`src/rtl/muxn_skid_pkg.sv`:
```
// Shared constants and helpers for the N-way registered selector.
// The select-error data value and the supported channel-count range live here.
package muxn_skid_pkg;

    // Data presented for a beat whose select index has no channel.
    localparam int unsigned MUXN_ERR_DATA = 0;

    // Supported channel-count range.
    localparam int unsigned MUXN_N_MIN = 2;
    localparam int unsigned MUXN_N_MAX = 16;

    // Select-field width: ceil(log2(n)), never below one bit.
    function automatic int unsigned sel_width(input int unsigned n);
        int unsigned w;
        w = 1;
        while ((32'd1 << w) < n) begin
            w = w + 1;
        end
        return w;
    endfunction

endpackage

```
`src/rtl/muxn_skid_muxn.sv`:
```
// Combinational N-way channel selector with out-of-range flag.
// Channel k maps to sel == k; any sel >= N yields MUXN_ERR_DATA with err set.
module muxn
    import muxn_skid_pkg::*;
#(
    parameter int unsigned WIDTH = 32,
    parameter int unsigned N     = 4,
    parameter int unsigned SW    = sel_width(N)
) (
    input  logic [N*WIDTH-1:0] din,
    input  logic [SW-1:0]      sel,
    output logic [WIDTH-1:0]   out,
    output logic               err
);

    logic [WIDTH-1:0] w_ch [N];

    for (genvar k = 0; k < N; k++) begin : g_ch
        assign w_ch[k] = din[k*WIDTH +: WIDTH];
    end

    // When N fills the select space every index is valid, so no range check exists.
    if ((32'd1 << SW) == N) begin : g_full
        assign out = w_ch[sel];
        assign err = 1'b0;
    end else begin : g_range
        always_comb begin
            out = WIDTH'(MUXN_ERR_DATA);
            err = 1'b1;
            if (32'(sel) < N) begin
                out = w_ch[sel];
                err = 1'b0;
            end
        end
    end

endmodule

```
`src/rtl/muxn_skid.sv`:
```
// N-way selector with a registered output stage and a 2-entry skid buffer.
// in_ready depends only on skid occupancy, so there is no ready path through the block.
module muxn_skid
    import muxn_skid_pkg::*;
#(
    parameter int unsigned WIDTH = 32,
    parameter int unsigned N     = 4,
    parameter int unsigned SW    = sel_width(N)
) (
    input  logic               clk,
    input  logic               rst,
    input  logic               flush,
    input  logic               in_valid,
    output logic               in_ready,
    input  logic [SW-1:0]      sel,
    input  logic [N*WIDTH-1:0] din,
    output logic               out_valid,
    input  logic               out_ready,
    output logic [WIDTH-1:0]   dout,
    output logic [SW-1:0]      out_sel,
    output logic               sel_err
);

    logic [WIDTH-1:0] w_mux_data;
    logic             w_mux_err;
    logic             w_accept;
    logic             w_release;
    logic             w_main_free;

    logic [WIDTH-1:0] r_main_data;
    logic [SW-1:0]    r_main_sel;
    logic             r_main_err;
    logic             r_main_valid;

    logic [WIDTH-1:0] r_skid_data;
    logic [SW-1:0]    r_skid_sel;
    logic             r_skid_err;
    logic             r_skid_valid;

    muxn #(
        .WIDTH (WIDTH),
        .N     (N),
        .SW    (SW)
    ) u_muxn (
        .din (din),
        .sel (sel),
        .out (w_mux_data),
        .err (w_mux_err)
    );

    assign w_accept    = in_valid & in_ready;
    assign w_release   = r_main_valid & out_ready;
    assign w_main_free = ~r_main_valid | w_release;

    // Main stage: refilled from skid first to keep acceptance order, else from input.
    always_ff @(posedge clk or posedge rst) begin
        if (rst) begin
            r_main_valid <= 1'b0;
            r_main_data  <= '0;
            r_main_sel   <= '0;
            r_main_err   <= 1'b0;
        end else if (flush) begin
            r_main_valid <= 1'b0;
        end else if (w_main_free) begin
            if (r_skid_valid) begin
                r_main_valid <= 1'b1;
                r_main_data  <= r_skid_data;
                r_main_sel   <= r_skid_sel;
                r_main_err   <= r_skid_err;
            end else if (w_accept) begin
                r_main_valid <= 1'b1;
                r_main_data  <= w_mux_data;
                r_main_sel   <= sel;
                r_main_err   <= w_mux_err;
            end else begin
                r_main_valid <= 1'b0;
            end
        end
    end

    // Skid stage: catches a beat accepted while main is stalled.
    always_ff @(posedge clk or posedge rst) begin
        if (rst) begin
            r_skid_valid <= 1'b0;
            r_skid_data  <= '0;
            r_skid_sel   <= '0;
            r_skid_err   <= 1'b0;
        end else if (flush) begin
            r_skid_valid <= 1'b0;
        end else if (w_main_free) begin
            r_skid_valid <= 1'b0;
        end else if (w_accept) begin
            r_skid_valid <= 1'b1;
            r_skid_data  <= w_mux_data;
            r_skid_sel   <= sel;
            r_skid_err   <= w_mux_err;
        end
    end

    assign in_ready  = ~r_skid_valid;
    assign out_valid = r_main_valid;
    assign dout      = r_main_data;
    assign out_sel   = r_main_sel;
    assign sel_err   = r_main_err;

endmodule

```
`config.mk`:
```
export PLATFORM = sky130hd
export DESIGN_NAME = muxn_skid
export DESIGN_NICKNAME = d
export VERILOG_FILES = /design/src/rtl/muxn_skid_pkg.sv /design/src/rtl/muxn_skid_muxn.sv /design/src/rtl/muxn_skid.sv
export SDC_FILE = /design/constraint.sdc
export NUM_CORES = 1
export LEC_CHECK = 0
export ABC_CLOCK_PERIOD_IN_PS = 3660
export CORE_ASPECT_RATIO = 1.25
export CORE_MARGIN = 2
export CORE_UTILIZATION = 46
export CTS_CLUSTER_SIZE = 10
export DETAILED_ROUTE_END_ITERATION = 10
export PLACE_DENSITY_LB_ADDON = 0.2
export RECOVER_POWER = 25
export SLEW_MARGIN = 10
export SYNTH_ARGS = -nofsm -noshare
export SYNTH_HDL_FRONTEND = slang
export SYNTH_HIERARCHICAL = 1
export SYNTH_SLANG_ARGS = --single-unit
export TNS_END_PERCENT = 30
```
`constraint.sdc`:
```
create_clock -name clk -period 3.66 [get_ports clk]
set_input_delay 0.732 -clock clk [delete_from_list [all_inputs] [get_ports clk]]
set_output_delay 0.732 -clock clk [all_outputs]
set_load 0.01 [all_outputs]
```
==> report_table.html <==
<table>
<tr><th>Metric</th><th>Value</th></tr>
<tr><th colspan="2">Clocking</th></tr>
<tr><td>CTS tree</td><td>built</td></tr>
<tr><td>Clock-pin slew on the worst setup and hold paths</td><td>70 ps</td></tr>
<tr><td>Clock sinks</td><td>72</td></tr>
<tr><td>Post-CTS repair timing setup buffer count</td><td>0</td></tr>
<tr><td>Number of buffers between clock root and the deepest sink</td><td>2</td></tr>
<tr><td>Post-CTS Hold Buffers</td><td>0</td></tr>
<tr><td>PostCTS Resize Cnt</td><td>0</td></tr>
<tr><td>Clock root buffer</td><td>sky130_fd_sc_hd__clkbuf_8</td></tr>
<tr><td>Number of levels the H-tree was split into</td><td>3</td></tr>
<tr><td>Number of buffers inserted during clock tree synthesis</td><td>9</td></tr>
<tr><td>Clock insertion delay at the later pin of the skew report</td><td>350 ps</td></tr>
<tr><th colspan="2">Place</th></tr>
<tr><td>Last weighted congestion value of the routability-driven placer</td><td>0.763</td></tr>
<tr><td>DP Cell Count</td><td>491</td></tr>
<tr><td>IO Port Bufs</td><td>171</td></tr>
<tr><td>Detailed-placement wirelength estimate</td><td>6.39 mm</td></tr>
<tr><th colspan="2">Synth</th></tr>
<tr><td>Most frequently used cell type in the post-synthesis netlist</td><td>sky130_fd_sc_hd__mux2_2</td></tr>
<tr><td>Most instantiated flip-flop cell in the synthesis netlist</td><td>sky130_fd_sc_hd__dfrtp_1</td></tr>
<tr><td>Fraction of registers with async set or reset after synthesis</td><td>100%</td></tr>
<tr><td>Nets in the synthesized netlist</td><td>372</td></tr>
<tr><td>Post-Syn Area per Cell</td><td>16.8 sq um</td></tr>
<tr><td>Sequential element share of the synthesized area</td><td>45.2%</td></tr>
<tr><td>Proportion of netlist area held by the largest area contributor</td><td>45.2%</td></tr>
<tr><td>Register bit total from synthesis</td><td>72</td></tr>
<tr><td>Post-Synthesis Cell Area</td><td>0.00399 sq mm</td></tr>
<tr><td>Cell type with the highest aggregate area in the netlist</td><td>sky130_fd_sc_hd__dfrtp_1</td></tr>
<tr><td>Cell count after synthesis</td><td>237</td></tr>
<tr><td>Top post-synthesis cells by area</td><td>sky130_fd_sc_hd__dfrtp_1 45%, sky130_fd_sc_hd__mux2_2 30%, sky130_fd_sc_hd__mux4_2 17%, sky130_fd_sc_hd__buf_6 2.0%, sky130_fd_sc_hd__buf_12 1.5%</td></tr>
<tr><td>Most common library cells after synthesis</td><td>105 x sky130_fd_sc_hd__mux2_2, 72 x sky130_fd_sc_hd__dfrtp_1, 30 x sky130_fd_sc_hd__mux4_2</td></tr>
<tr><td>Number of distinct library cell variants in the gate-level netlist after synthesis</td><td>18</td></tr>
<tr><td>Number of enable flip-flop cells after synthesis</td><td>0</td></tr>
<tr><td>Synth Warn #</td><td>6</td></tr>
<tr><th colspan="2">Detailed routing</th></tr>
<tr><td>Routed wire length per instance</td><td>17.8 um</td></tr>
<tr><td>Number of vias per cell</td><td>5.47</td></tr>
<tr><td>Detailed-route via count</td><td>2771</td></tr>
<tr><td>Post-Route WL</td><td>9.01 mm</td></tr>
<tr><td>Detailed-route DRC error count</td><td>0</td></tr>
<tr><td>1st-pass router iterations</td><td>4</td></tr>
<tr><td>Post-route ant nets</td><td>0</td></tr>
<tr><td>DRC marker count from the first detailed-route iteration</td><td>46</td></tr>
<tr><th colspan="2">Timing</th></tr>
<tr><td>Skew final</td><td>9.14 ps</td></tr>
<tr><td>Max-slew violation count</td><td>0</td></tr>
<tr><td>Slew margin rel.</td><td>18.4%</td></tr>
<tr><td>Period utilization</td><td>73.1%</td></tr>
<tr><td>Unrepaired setup endpoints after global routing</td><td>no</td></tr>
<tr><td>Number of failing hold endpoints at the final stage</td><td>0</td></tr>
<tr><td>FMAX</td><td>374 MHz</td></tr>
<tr><td>Setup TNS</td><td>0 ps</td></tr>
<tr><td>Crit path time final</td><td>2680 ps</td></tr>
<tr><td>Actual transition at the worst max-transition pin</td><td>1220 ps</td></tr>
<tr><td>Count of final setup violators</td><td>0</td></tr>
<tr><th colspan="2">Global route</th></tr>
<tr><td>Pin count of the biggest net entering global routing</td><td>43</td></tr>
<tr><td>GRT Total Usage</td><td>20.4%</td></tr>
<tr><td>Via count of the first global-routing pass</td><td>3154</td></tr>
<tr><td>Number of antenna violations at the first check in global routing</td><td>0</td></tr>
<tr><td>Remaining global-route overflow</td><td>0</td></tr>
<tr><td>First-pass GRT wire length</td><td>14.6 mm</td></tr>
<tr><th colspan="2">Die</th></tr>
<tr><td>Cell row count</td><td>37</td></tr>
<tr><td>Initial cell density of the core</td><td>47.8%</td></tr>
<tr><td>Horizontal extent of the die</td><td>87.3 um</td></tr>
<tr><td>Placeable core region</td><td>0.00833 sq mm</td></tr>
<tr><td>Height of the die</td><td>108 um</td></tr>
<tr><td>Number of ports placed on the die boundary</td><td>172</td></tr>
<tr><td>DIE AREA</td><td>0.00943 sq mm</td></tr>
<tr><th colspan="2">Cells and area</th></tr>
<tr><td>Final Net Count</td><td>540</td></tr>
<tr><td>Area growth from synthesis to layout</td><td>47.5%</td></tr>
<tr><td>Post-route non-filler standard cell count</td><td>507</td></tr>
<tr><td># diodes</td><td>0</td></tr>
<tr><td>Fraction of layout cells with a size suffix above 1</td><td>39.0%</td></tr>
<tr><td>Post-Route Utilization</td><td>70.5%</td></tr>
<tr><td>Number of fill cells</td><td>585</td></tr>
<tr><th colspan="2">Critical path</th></tr>
<tr><td>Worst reg2reg path depth</td><td>4</td></tr>
<tr><td>Startpoint Class</td><td>flip-flop</td></tr>
<tr><td>Required time of the worst setup path</td><td>2930 ps</td></tr>
<tr><td>Maximum fanout count along the critical path</td><td>38</td></tr>
<tr><td>Critical setup path kind</td><td>flip-flop to output port</td></tr>
<tr><td>Launching instance or port of the critical path</td><td>r_skid_valid$_DFFE_PP0P_</td></tr>
<tr><td>Critical path's largest stage delay</td><td>980 ps</td></tr>
<tr><td>Cell breakdown of the critical path</td><td>inv_1 &gt; clkdlybuf4s50_1</td></tr>
<tr><td>Type of element capturing the critical path</td><td>output port</td></tr>
<tr><td>Crit Reg-Reg Startpoint</td><td>r_skid_valid$_DFFE_PP0P_</td></tr>
<tr><td>Crit path max-delay cell type</td><td>sky130_fd_sc_hd__dfrtp_2</td></tr>
<tr><td>Worst path arrival time</td><td>1940 ps</td></tr>
<tr><th colspan="2">Power</th></tr>
<tr><td>Switching fraction of total power</td><td>24.9%</td></tr>
<tr><td>Int Power</td><td>0.00187 W</td></tr>
<tr><td>Switching pwr</td><td>0.000621 W</td></tr>
<tr><td>LEAKAGE</td><td>2.31 nW</td></tr>
<tr><td>Power per unit of standard cell area</td><td>424 mW/mm^2</td></tr>
<tr><td>VDD IR max</td><td>0.000232 V</td></tr>
<tr><td>Clock network fraction of total power</td><td>25.6%</td></tr>
<tr><td>Sequential cell fraction of total power</td><td>44.1%</td></tr>
<tr><td>Part of the power in combinational logic</td><td>30.3%</td></tr>
<tr><th colspan="2">Hold path</th></tr>
<tr><td>Worst Hold Path Cells</td><td>1</td></tr>
<tr><td>Hold path startpoint</td><td>dout[24]$_DFFE_PP0P_</td></tr>
<tr><td>Type of the tightest min-delay check</td><td>flip-flop to flip-flop</td></tr>
<tr><th colspan="2">Status</th></tr>
<tr><td>Outcome</td><td>complete, no violations</td></tr>
<tr><th colspan="2">Job</th></tr>
<tr><td>Max-cap viol count</td><td>0</td></tr>
</table>
stage by stage:
step	hold slack (ps)	setup WS, ps	power, W	cell area [sq um]
6_report	504	983	0.00249	5880
4_1_cts	507	916	0.00252	5880
3_5_place_dp	492	997	0.00188	5680
5_1_grt	519	865	0.00262	5880
3_3_place_gp	483	1030	0.00185	5680
2_1_floorplan	475	1100	0.00148	3990
critical path, delay by kind of cell, from the launching register on:
kind,cells,cell delay [ps]
DFF,1,980
buffers and inverters,2,610
power groups by stage:
stage / sequential (W) / combinational [W] / clock, W
after global placement: 0.00111 / 0.000745 / 0
after floorplan: 0.00113 / 0.000348 / 0
after global routing: 0.00113 / 0.000813 / 0.000685
final: 0.00110 / 0.000754 / 0.000639
after CTS: 0.00110 / 0.000767 / 0.000654
after detailed placement: 0.00112 / 0.000765 / 0
flip-flops by register name (all words and copies together) (netlist names):
signal / count
out_valid: 1
sel_err: 1
r_skid_sel: 2
r_skid_valid: 1
r_skid_err: 1
r_skid_data: 32
out_sel: 2
dout: 32
logic make-up after synthesis:
kind of cell,after synthesis,synth area share (%)
buffers and inverters,20,4.77
multiplexers,137,47.9
other,1,0.0941
AO/OA/AOI/OAI,1,0.125
flip-flops,72,45.2
AND/OR/NAND/NOR,6,1.85
layer usage:
metal / GRT usage [%] / vias to the layer above / share of wire [%]
met2: 36.3 / 92 / 53
met3: 4.81 / 12 / 6.3
li1: - / 1249 / -
met4: 8.79 / 0 / 1.9
met5: 0 / - / 0
met1: 23.2 / 1418 / 39
cell type report:
type / count / area [sq um] / area share [%]
timing repair buffer: 175 / 1760 / 29.9
tap: 97 / 121 / 2.06
inverter: 2 / 7.51 / 0.128
clock buffer: 13 / 159 / 2.70
clock inverter: 3 / 40.0 / 0.681
sequential: 72 / 1800 / 30.7
multi-input combinational: 145 / 1990 / 33.9
worst paths after layout:
| kind | to | slack, ps |
|---|---|---|
| max | in_ready | 980 |
| min | dout[24]$_DFFE_PP0P_ | 500 |
| max reg2reg | dout[9]$_DFFE_PP0P_ | 1290 |
| min reg2reg | dout[24]$_DFFE_PP0P_ | 500 |
| max in group asynchronous | r_skid_valid$_DFFE_PP0P_ | 1670 |
| min in group asynchronous | dout[6]$_DFFE_PP0P_ | 1150 |
cell usage in the layout (no fill, tap or decap), drive strengths merged:
| master | instances |
|---|---|
| and2b | 1 |
| nor3 | 2 |
| dfrtp | 72 |
| buf | 6 |
| clkbuf | 13 |
| clkinv | 2 |
| mux2 | 105 |
| clkdlybuf4s50 | 168 |
| bufinv | 1 |
| conb | 1 |
| dlygate4sd3 | 1 |
| mux4 | 32 |
| nor2 | 1 |
| inv | 2 |
| nor4b | 1 |
| a21oi | 1 |
| nand2b | 1 |
Note: power is estimated with default switching activity, not from simulation.
